## config.mk

```make
export PLATFORM = sky130hd
export DESIGN_NAME = hilo_muldiv_writer_flat
export DESIGN_NICKNAME = d
export VERILOG_FILES = /design/src/rtl/mips_pkg.sv /design/src/rtl/hilo_muldiv_writer_if.sv /design/src/rtl/muldiv_iter_step.sv /design/src/rtl/hilo_muldiv_writer.sv /design/src/flat_wrapper.sv
export SDC_FILE = /design/constraint.sdc
export NUM_CORES = 1
export LEC_CHECK = 0
export CORE_MARGIN = 5
export CORE_UTILIZATION = 40
export DETAILED_ROUTE_END_ITERATION = 10
export PLACE_DENSITY = 0.65
export SETUP_SLACK_MARGIN = 0.1
export SLEW_MARGIN = 25
export SYNTH_ARGS = -nofsm -noshare
export SYNTH_HDL_FRONTEND = slang
export SYNTH_SLANG_ARGS = --single-unit
```

## constraint.sdc

```tcl
create_clock -name clk -period 6.75 [get_ports clk]
set_input_delay 1.0125 -clock clk [delete_from_list [all_inputs] [get_ports clk]]
set_output_delay 1.0125 -clock clk [all_outputs]
set_load 0.05 [all_outputs]
```

## src/rtl/mips_pkg.sv

```systemverilog
// Shared MIPS datapath types for the HI/LO multiply/divide writer.
//   muldiv_op_t    : op encoding on the 3-bit op bus (6 and 7 are no-ops)
//   regwrite_t     : single_reg-style 2-bit write enable
//   muldiv_state_t : sequencer states
package mips_pkg;

   typedef enum logic [2:0] {
      MULT  = 3'd0,
      MULTU = 3'd1,
      DIV   = 3'd2,
      DIVU  = 3'd3,
      MTHI  = 3'd4,
      MTLO  = 3'd5
   } muldiv_op_t;

   typedef logic [1:0] regwrite_t;

   localparam regwrite_t REGWRITE_EN  = 2'b11;
   localparam regwrite_t REGWRITE_OFF = 2'b00;

   typedef enum logic [1:0] {
      IDLE,
      CALC,
      WRITE
   } muldiv_state_t;

endpackage

```

## src/rtl/hilo_muldiv_writer_if.sv

```systemverilog
// Issue/write-back bundle between the control unit / register file and the
// HI/LO multiply/divide writer.
//   master : control side, drives start/op/rs_data/rt_data, observes results
//   slave  : the muldiv unit, drives busy and the HI/LO write ports
interface hilo_muldiv_writer_if #(
   parameter int unsigned WIDTH = 32
);

   logic             start;
   logic [2:0]       op;
   logic [WIDTH-1:0] rs_data;
   logic [WIDTH-1:0] rt_data;
   logic             busy;
   logic [1:0]       hi_write;
   logic [1:0]       lo_write;
   logic [WIDTH-1:0] hi_data;
   logic [WIDTH-1:0] lo_data;

   modport master (
      output start, op, rs_data, rt_data,
      input  busy, hi_write, lo_write, hi_data, lo_data
   );

   modport slave (
      input  start, op, rs_data, rt_data,
      output busy, hi_write, lo_write, hi_data, lo_data
   );

endinterface

```

## src/rtl/muldiv_iter_step.sv

```systemverilog
// One combinational iteration of the multiply/divide datapath.
//   is_div  : 0 = radix-2 shift-add multiply step, 1 = restoring divide step
//   acc_in  : 2*WIDTH accumulator (mul: partial product | multiplier,
//             div: partial remainder | dividend/quotient)
//   operand : multiplicand magnitude or divisor magnitude
//   acc_out : accumulator after this iteration
module muldiv_iter_step #(
   parameter int unsigned WIDTH = 32
) (
   input  logic               is_div,
   input  logic [2*WIDTH-1:0] acc_in,
   input  logic [WIDTH-1:0]   operand,
   output logic [2*WIDTH-1:0] acc_out
);

   logic [WIDTH:0] sum;
   logic [WIDTH:0] rem_sh;
   logic [WIDTH:0] diff;

   always_comb begin
      // Multiply: add multiplicand into the high half when the current
      // multiplier bit is set, keep the carry, then shift right by one.
      sum    = {1'b0, acc_in[2*WIDTH-1:WIDTH]} + (acc_in[0] ? {1'b0, operand} : '0);
      // Divide: the partial remainder with the next dividend bit shifted in
      // is exactly acc_in[2W-1:W-1]; the trial subtract's borrow lands in
      // diff[WIDTH], and the whole accumulator shifts left by one.
      rem_sh = acc_in[2*WIDTH-1:WIDTH-1];
      diff   = rem_sh - {1'b0, operand};
      if (is_div) begin
         if (diff[WIDTH]) begin
            acc_out = {rem_sh[WIDTH-1:0], acc_in[WIDTH-2:0], 1'b0};
         end else begin
            acc_out = {diff[WIDTH-1:0], acc_in[WIDTH-2:0], 1'b1};
         end
      end else begin
         acc_out = {sum, acc_in[WIDTH-1:1]};
      end
   end

endmodule

```

## src/rtl/hilo_muldiv_writer.sv

```systemverilog
// Multi-cycle MULT/MULTU/DIV/DIVU/MTHI/MTLO unit driving the write side of
// the HI and LO registers.
//   clk, reset : clock, synchronous active-high reset
//   bus.start  : issue strobe, only honoured while idle
//   bus.op     : operation (see muldiv_op_t); 6/7 are ignored
//   bus.rs_data/rt_data : operands (rs is also the MTHI/MTLO source)
//   bus.busy   : high whenever an operation is in flight
//   bus.hi_write/lo_write : 2'b11 for the single WRITE cycle, else 2'b00
//   bus.hi_data/lo_data   : registered write data, held between writes
// CNT_W must satisfy 2**CNT_W > WIDTH.
module hilo_muldiv_writer
   import mips_pkg::*;
#(
   parameter int unsigned WIDTH = 32,
   parameter int unsigned CNT_W = 6
) (
   input logic                 clk,
   input logic                 reset,
   hilo_muldiv_writer_if.slave bus
);

   localparam logic [CNT_W-1:0] LAST_ITER = CNT_W'(WIDTH - 1);

   muldiv_state_t      state;
   muldiv_op_t         op_q;
   logic [CNT_W-1:0]   cnt;
   logic [2*WIDTH-1:0] acc;
   logic [2*WIDTH-1:0] acc_nxt;
   logic [WIDTH-1:0]   opnd;
   logic [WIDTH-1:0]   src;
   logic               neg_q;
   logic               rneg_q;
   logic               dz_q;
   logic               busy_q;
   regwrite_t          hi_we_q;
   regwrite_t          lo_we_q;
   logic [WIDTH-1:0]   hi_q;
   logic [WIDTH-1:0]   lo_q;

   logic               is_div;
   logic               issue_signed;
   logic [WIDTH-1:0]   a_mag;
   logic [WIDTH-1:0]   b_mag;
   logic [2*WIDTH-1:0] prod_fix;
   logic [WIDTH-1:0]   fix_hi;
   logic [WIDTH-1:0]   fix_lo;

   always_comb begin
      is_div       = (op_q == DIV) || (op_q == DIVU);
      issue_signed = (bus.op == MULT) || (bus.op == DIV);
      // Two's-complement magnitude; the most negative value maps to 2**(W-1).
      a_mag = (issue_signed && bus.rs_data[WIDTH-1]) ? -bus.rs_data : bus.rs_data;
      b_mag = (issue_signed && bus.rt_data[WIDTH-1]) ? -bus.rt_data : bus.rt_data;
   end

   // Multiplicand and divisor both occupy opnd, and both start with the
   // rs magnitude in the low half of acc, so issue is op-independent.
   muldiv_iter_step #(.WIDTH(WIDTH)) u_step (
      .is_div  (is_div),
      .acc_in  (acc),
      .operand (opnd),
      .acc_out (acc_nxt)
   );

   // Sign fix applied to the final iteration's result.
   always_comb begin
      prod_fix = neg_q ? -acc_nxt : acc_nxt;
      fix_hi   = prod_fix[2*WIDTH-1:WIDTH];
      fix_lo   = prod_fix[WIDTH-1:0];
      if (is_div) begin
         if (dz_q) begin
            fix_lo = '1;
            fix_hi = src;
         end else begin
            fix_lo = neg_q  ? -acc_nxt[WIDTH-1:0]       : acc_nxt[WIDTH-1:0];
            fix_hi = rneg_q ? -acc_nxt[2*WIDTH-1:WIDTH] : acc_nxt[2*WIDTH-1:WIDTH];
         end
      end
   end

   always_ff @(posedge clk) begin
      if (reset) begin
         state   <= IDLE;
         op_q    <= MULT;
         cnt     <= '0;
         acc     <= '0;
         opnd    <= '0;
         src     <= '0;
         neg_q   <= 1'b0;
         rneg_q  <= 1'b0;
         dz_q    <= 1'b0;
         busy_q  <= 1'b0;
         hi_we_q <= REGWRITE_OFF;
         lo_we_q <= REGWRITE_OFF;
         hi_q    <= '0;
         lo_q    <= '0;
      end else begin
         case (state)
            IDLE: begin
               if (bus.start) begin
                  case (bus.op)
                     MULT, MULTU, DIV, DIVU: begin
                        acc    <= {{WIDTH{1'b0}}, a_mag};
                        opnd   <= b_mag;
                        src    <= bus.rs_data;
                        op_q   <= muldiv_op_t'(bus.op);
                        neg_q  <= issue_signed & (bus.rs_data[WIDTH-1] ^ bus.rt_data[WIDTH-1]);
                        rneg_q <= issue_signed & bus.rs_data[WIDTH-1];
                        dz_q   <= (bus.rt_data == '0);
                        cnt    <= '0;
                        busy_q <= 1'b1;
                        state  <= CALC;
                     end
                     MTHI: begin
                        src     <= bus.rs_data;
                        op_q    <= MTHI;
                        hi_q    <= bus.rs_data;
                        hi_we_q <= REGWRITE_EN;
                        busy_q  <= 1'b1;
                        state   <= WRITE;
                     end
                     MTLO: begin
                        src     <= bus.rs_data;
                        op_q    <= MTLO;
                        lo_q    <= bus.rs_data;
                        lo_we_q <= REGWRITE_EN;
                        busy_q  <= 1'b1;
                        state   <= WRITE;
                     end
                     default: begin
                     end
                  endcase
               end
            end
            CALC: begin
               acc <= acc_nxt;
               cnt <= cnt + CNT_W'(1);
               if (cnt == LAST_ITER) begin
                  hi_q    <= fix_hi;
                  lo_q    <= fix_lo;
                  hi_we_q <= REGWRITE_EN;
                  lo_we_q <= REGWRITE_EN;
                  state   <= WRITE;
               end
            end
            WRITE: begin
               hi_we_q <= REGWRITE_OFF;
               lo_we_q <= REGWRITE_OFF;
               busy_q  <= 1'b0;
               state   <= IDLE;
            end
            default: begin
               hi_we_q <= REGWRITE_OFF;
               lo_we_q <= REGWRITE_OFF;
               busy_q  <= 1'b0;
               state   <= IDLE;
            end
         endcase
      end
   end

   assign bus.busy     = busy_q;
   assign bus.hi_write = hi_we_q;
   assign bus.lo_write = lo_we_q;
   assign bus.hi_data  = hi_q;
   assign bus.lo_data  = lo_q;

endmodule

```

## src/flat_wrapper.sv

```systemverilog
// flat-port wrapper written by rule: the top's interface ports become plain ports
module hilo_muldiv_writer_flat import mips_pkg::*;
#(
   parameter int unsigned WIDTH = 32,
   parameter int unsigned CNT_W = 6
)
  (clk, reset, bus_start, bus_op, bus_rs_data, bus_rt_data, bus_busy, bus_hi_write, bus_lo_write, bus_hi_data, bus_lo_data);
  hilo_muldiv_writer_if #(.WIDTH(WIDTH)) bus_i ();
  input logic clk;
  input logic reset;
  input wire logic [$bits(bus_i.start)-1:0] bus_start;
  input wire logic [$bits(bus_i.op)-1:0] bus_op;
  input wire logic [$bits(bus_i.rs_data)-1:0] bus_rs_data;
  input wire logic [$bits(bus_i.rt_data)-1:0] bus_rt_data;
  output wire logic [$bits(bus_i.busy)-1:0] bus_busy;
  output wire logic [$bits(bus_i.hi_write)-1:0] bus_hi_write;
  output wire logic [$bits(bus_i.lo_write)-1:0] bus_lo_write;
  output wire logic [$bits(bus_i.hi_data)-1:0] bus_hi_data;
  output wire logic [$bits(bus_i.lo_data)-1:0] bus_lo_data;
  assign bus_i.start = bus_start;
  assign bus_i.op = bus_op;
  assign bus_i.rs_data = bus_rs_data;
  assign bus_i.rt_data = bus_rt_data;
  assign bus_busy = bus_i.busy;
  assign bus_hi_write = bus_i.hi_write;
  assign bus_lo_write = bus_i.lo_write;
  assign bus_hi_data = bus_i.hi_data;
  assign bus_lo_data = bus_i.lo_data;
  hilo_muldiv_writer #(.WIDTH(WIDTH), .CNT_W(CNT_W)) u_core (.clk(clk), .reset(reset), .bus(bus_i));
endmodule
```

==> reports/results.ini <==
[routing]
drt_wl_total_um = 74900
via_per_inst = 6.32
drt_pass1_iterations = 6
vias = 19700
wl_per_cell_um = 24.0
drtIter0Drc = 2271
drc = 0
ant_nets = 0

[clocking]
hold_buffers = 0
cts_root_buf = clkbuf_16
h-tree-depth = 1
clk_latency_ns = 0.59
cts_buffer_depth = 3
cts_sinks = 208
path_clk_slew_ns = 0.06
cts_tree = yes
cts_setup_buffers = 0
cts_buffers = 27
post_cts_resize_count = 0

[global_route]
grt_pass1_vias = 18500
grt_usage_pct = 29.5
grt_pass1_wl_um = 112000
antenna_found_initial = 3
grt_max_degree = 76
grt_remaining_overflow = 0

[worst_setup_path]
end_kind = flip-flop
cp_top_family = compound AO/OA/AOI/OAI gates
cp_data_required_time_ns = 7.27
cpMaxStageDelayCell = or4b_4
regToRegSetupSlack_ns = 0.95
cp.arrival_ns = 6.32
regToRegStartpoint = u_core.acc[31]$_SDFFE_PP0P_
crit_buf_inv = 2
critPathLaunchType = flip-flop
rr_worst_depth = 21
r2r_end = u_core.bus.hi_data[28]$_SDFFE_PP0P_
path_class = flip-flop to flip-flop
worstPathCellList = inv_1 -> ha_1 -> fa_1 -> nor2b_1 -> o31a_1 -> o21ai_1 -> a21oi_2 -> o211a_4 -> nand2_1 -> o21ai_0 -> a21boi_0 -> inv_1 -> ha_1 -> nand2_1 -> or4_4 -> a32oi_4 -> nand4_4 -> or4b_4 -> nor3_1 -> mux2_1 -> o21ai_1
max_stage_delay_ns = 0.64
crit_fanout = 9

[placed_design]
portBuffers = 138
dp_slack_ns = 1.08
hpwl_um = 56000
dpl_cell_area_mm2 = 0.0194
routabilityCongestion = 1.05

[synth]
synthCells = 2478
synth_top_area_share_pct = 23.6
synth.largest_area_cell = dfxtp_1
synth_cell_type_count = 103
synthTopCellsByArea = dfxtp_1 24%, nand2_1 7.4%, a21oi_1 6.7%
synth_area_mm2 = 0.0177
synthesis.nets = 2619
ys_ff_latch = 208
synth_seq_area_share_pct = 23.6
synth_edf_count = 0
synthFlopType = dfxtp_1
yosys_warnings = 0
syn_avg_cell_area_um2 = 7.12
async_flop_share_pct = 0

[sta]
fin_crit_sh_pct = 86.0
fin_skew_ns = 0.0168
period_needed_ns = 5.80
rsz0062_at_grt = no
setup_ws_ns = 0.946
hold_ws_ns = 0.443
final_max_slew_viol_count = 0
max_freq_ghz = 0.172
setup_viol = 0
setup_tns_ns = 0
hold_viol_final = 0
slew_headroom_pct = 27.1
tightest_slew_ns = 1.09

[run_status]
status = finished clean

[hold_path]
min_delay_path_depth = 2
whs_endpoint = u_core.bus.hi_data[24]$_SDFFE_PP0P_
hold_path_startpoint = u_core.bus.hi_data[24]$_SDFFE_PP0P_
hold_path.class = flip-flop to flip-flop

[power_and_ir_drop]
seqPwrFrac_pct = 32.8
p_int_uw = 2630
swShare_pct = 38.5
p_switching_uw = 1640
pwr-share-clk_pct = 35.3
vdd_drop_max_uv = 215
leakage_uw = 0.00768
p_per_area_mw_per_mm2 = 210
combPwrFrac_pct = 31.8

[floorplanning]
die_h_um = 220
core_area_mm2 = 0.0439
initial_utilization_pct = 40.2
ios = 139
row_count = 77
fp.dieArea_mm2 = 0.0484
dieWidth_um = 220

[layout]
drive_gt1_share_pct = 5.78
register_area_mm2 = 0.00417
n_fill_cell = 4573
syn_to_final_growth_pct = 15.0
stdcell_area_mm2 = 0.0203
multiInputGateArea_mm2 = 0.0126
nets = 2648

[flow_run]
drv_cap = 0

-- through the flow --
step | total power (uW) | cells | util (%)
finish | 4270 | 3121 | 46.2
global route | 4430 | 3120 | 46.2
CTS | 4250 | 3120 | 46.2
detailed placement | 2750 | 3070 | 44.1
global placement | 2740 | 3070 | 44.1
floorplan | 2290 | 2478 | -
-- power by group through the flow --
stage	logic [uW]	registers [uW]	clock network (uW)
after global routing	1450	1410	1570
after detailed placement	1330	1420	0
after CTS	1330	1400	1520
after floorplan	798	1490	0
after global placement	1320	1420	0
final	1360	1400	1510
-- worst max-delay path by stage --
| stage | from | to | slack (ns) | depth (start not counted) |
|---|---|---|---|---|
| after floorplan | u_core.acc[31]$_SDFFE_PP0P_ | u_core.bus.hi_data[28]$_SDFFE_PP0P_ | 1.29 | 25 |
| final | u_core.acc[31]$_SDFFE_PP0P_ | u_core.bus.hi_data[28]$_SDFFE_PP0P_ | 0.95 | 21 |
| after global routing | u_core.opnd[6]$_SDFFE_PP0P_ | u_core.bus.hi_data[28]$_SDFFE_PP0P_ | 0.72 | 20 |
| after CTS | u_core.opnd[5]$_SDFFE_PP0P_ | u_core.bus.hi_data[31]$_SDFFE_PP0P_ | 1.06 | 16 |
| after global placement | u_core.opnd[5]$_SDFFE_PP0P_ | u_core.bus.hi_data[31]$_SDFFE_PP0P_ | 1.04 | 16 |
| after detailed placement | u_core.opnd[5]$_SDFFE_PP0P_ | u_core.bus.hi_data[31]$_SDFFE_PP0P_ | 1.08 | 16 |
-- layout by cell type, fill, tap and decap left out, drive strengths merged, types with 69 or more instances in the layout --
cell / instances
nand2: 346
a21oi: 243
clkdlybuf4s50: 137
xnor2: 83
nor2: 265
nor3: 78
ha: 69
dfxtp: 208
xor2: 73
o21ai: 163
-- worst reg2reg max path: cells and delay by family (launching register included) --
kind,cells,cell delay (ns)
AND/OR/NAND/NOR,7,1.96
multiplexers,1,0.35
AO/OA/AOI/OAI,8,1.95
buffers and inverters,2,0.22
adder cells (fa/ha/maj),3,0.96
flip-flops,1,0.31
-- cells in the mapped netlist, types with 6 or more instances --
cell       count
nor2_1       265
nand4_1       22
o211a_1        8
o21a_1        12
a31oi_1       23
a22oi_1       30
dfxtp_1      208
nand3b_1       8
ha_1          69
nand3_1       53
or3_1         41
o21ai_1       17
xnor2_1       83
a211o_1       15
a221o_1        6
a221oi_1      18
or2_2          9
a21boi_0       7
a21o_1        27
nor4_1         9
and3_1        13
nor3_1        77
mux2i_1       43
o221ai_1      40
and2_1        51
nand2_1      346
o21ai_0      142
buf_2         20
buf_1         23
nor2b_1        9
nand2b_1      14
or4_1         13
a211oi_1      57
xor2_1        73
o22ai_1       11
inv_1         61
o31ai_1       24
a311oi_1      11
clkbuf_1     130
o2111ai_1      6
o211ai_1      21
o41ai_1        6
a21oi_1      238
-- layer usage --
layer  GRT usage (%)  wire length [um]  up-vias  part of all wire [%]
li1                -                 -     9081                     -
met1            41.4             31900     9375                    43
met2            45.0             32400     1092                    43
met3            5.44              7590      178                    10
met4            11.4              3010        2                   4.0
met5               0                 7        -                0.0093
-- sequential cells by signal (all words and copies together) (netlist names) --
register	count
u_core.bus.lo_data	32
u_core.dz_q	1
u_core.cnt	6
u_core.state	2
u_core.bus.lo_write	1
u_core.opnd	32
u_core.bus.busy	1
u_core.acc	64
u_core.neg_q	1
u_core.src	32
u_core.op_q	2
u_core.bus.hi_write	1
u_core.bus.hi_data	32
u_core.rneg_q	1
-- area by class of cell --
cell class	instances	area share [%]
Antenna cell	1	0.0123
Clock buffer	38	3.73
Clock inverter	12	0.709
Inverter	62	1.15
Multi-Input combinational cell	2027	61.8
Sequential cell	208	20.5
Tap cell	592	3.65
Timing Repair Buffer	181	8.40
-- logic make-up after synthesis --
group	count (synthesis)	share of synthesized area [%]
AND/OR/NAND/NOR	958	25.1
flip-flops	208	23.6
buffers and inverters	243	5.54
AO/OA/AOI/OAI	792	30.0
multiplexers	50	2.88
adder cells (fa/ha/maj)	71	5.12
XOR/XNOR	156	7.74
Note: power is estimated with default switching activity, not from simulation.
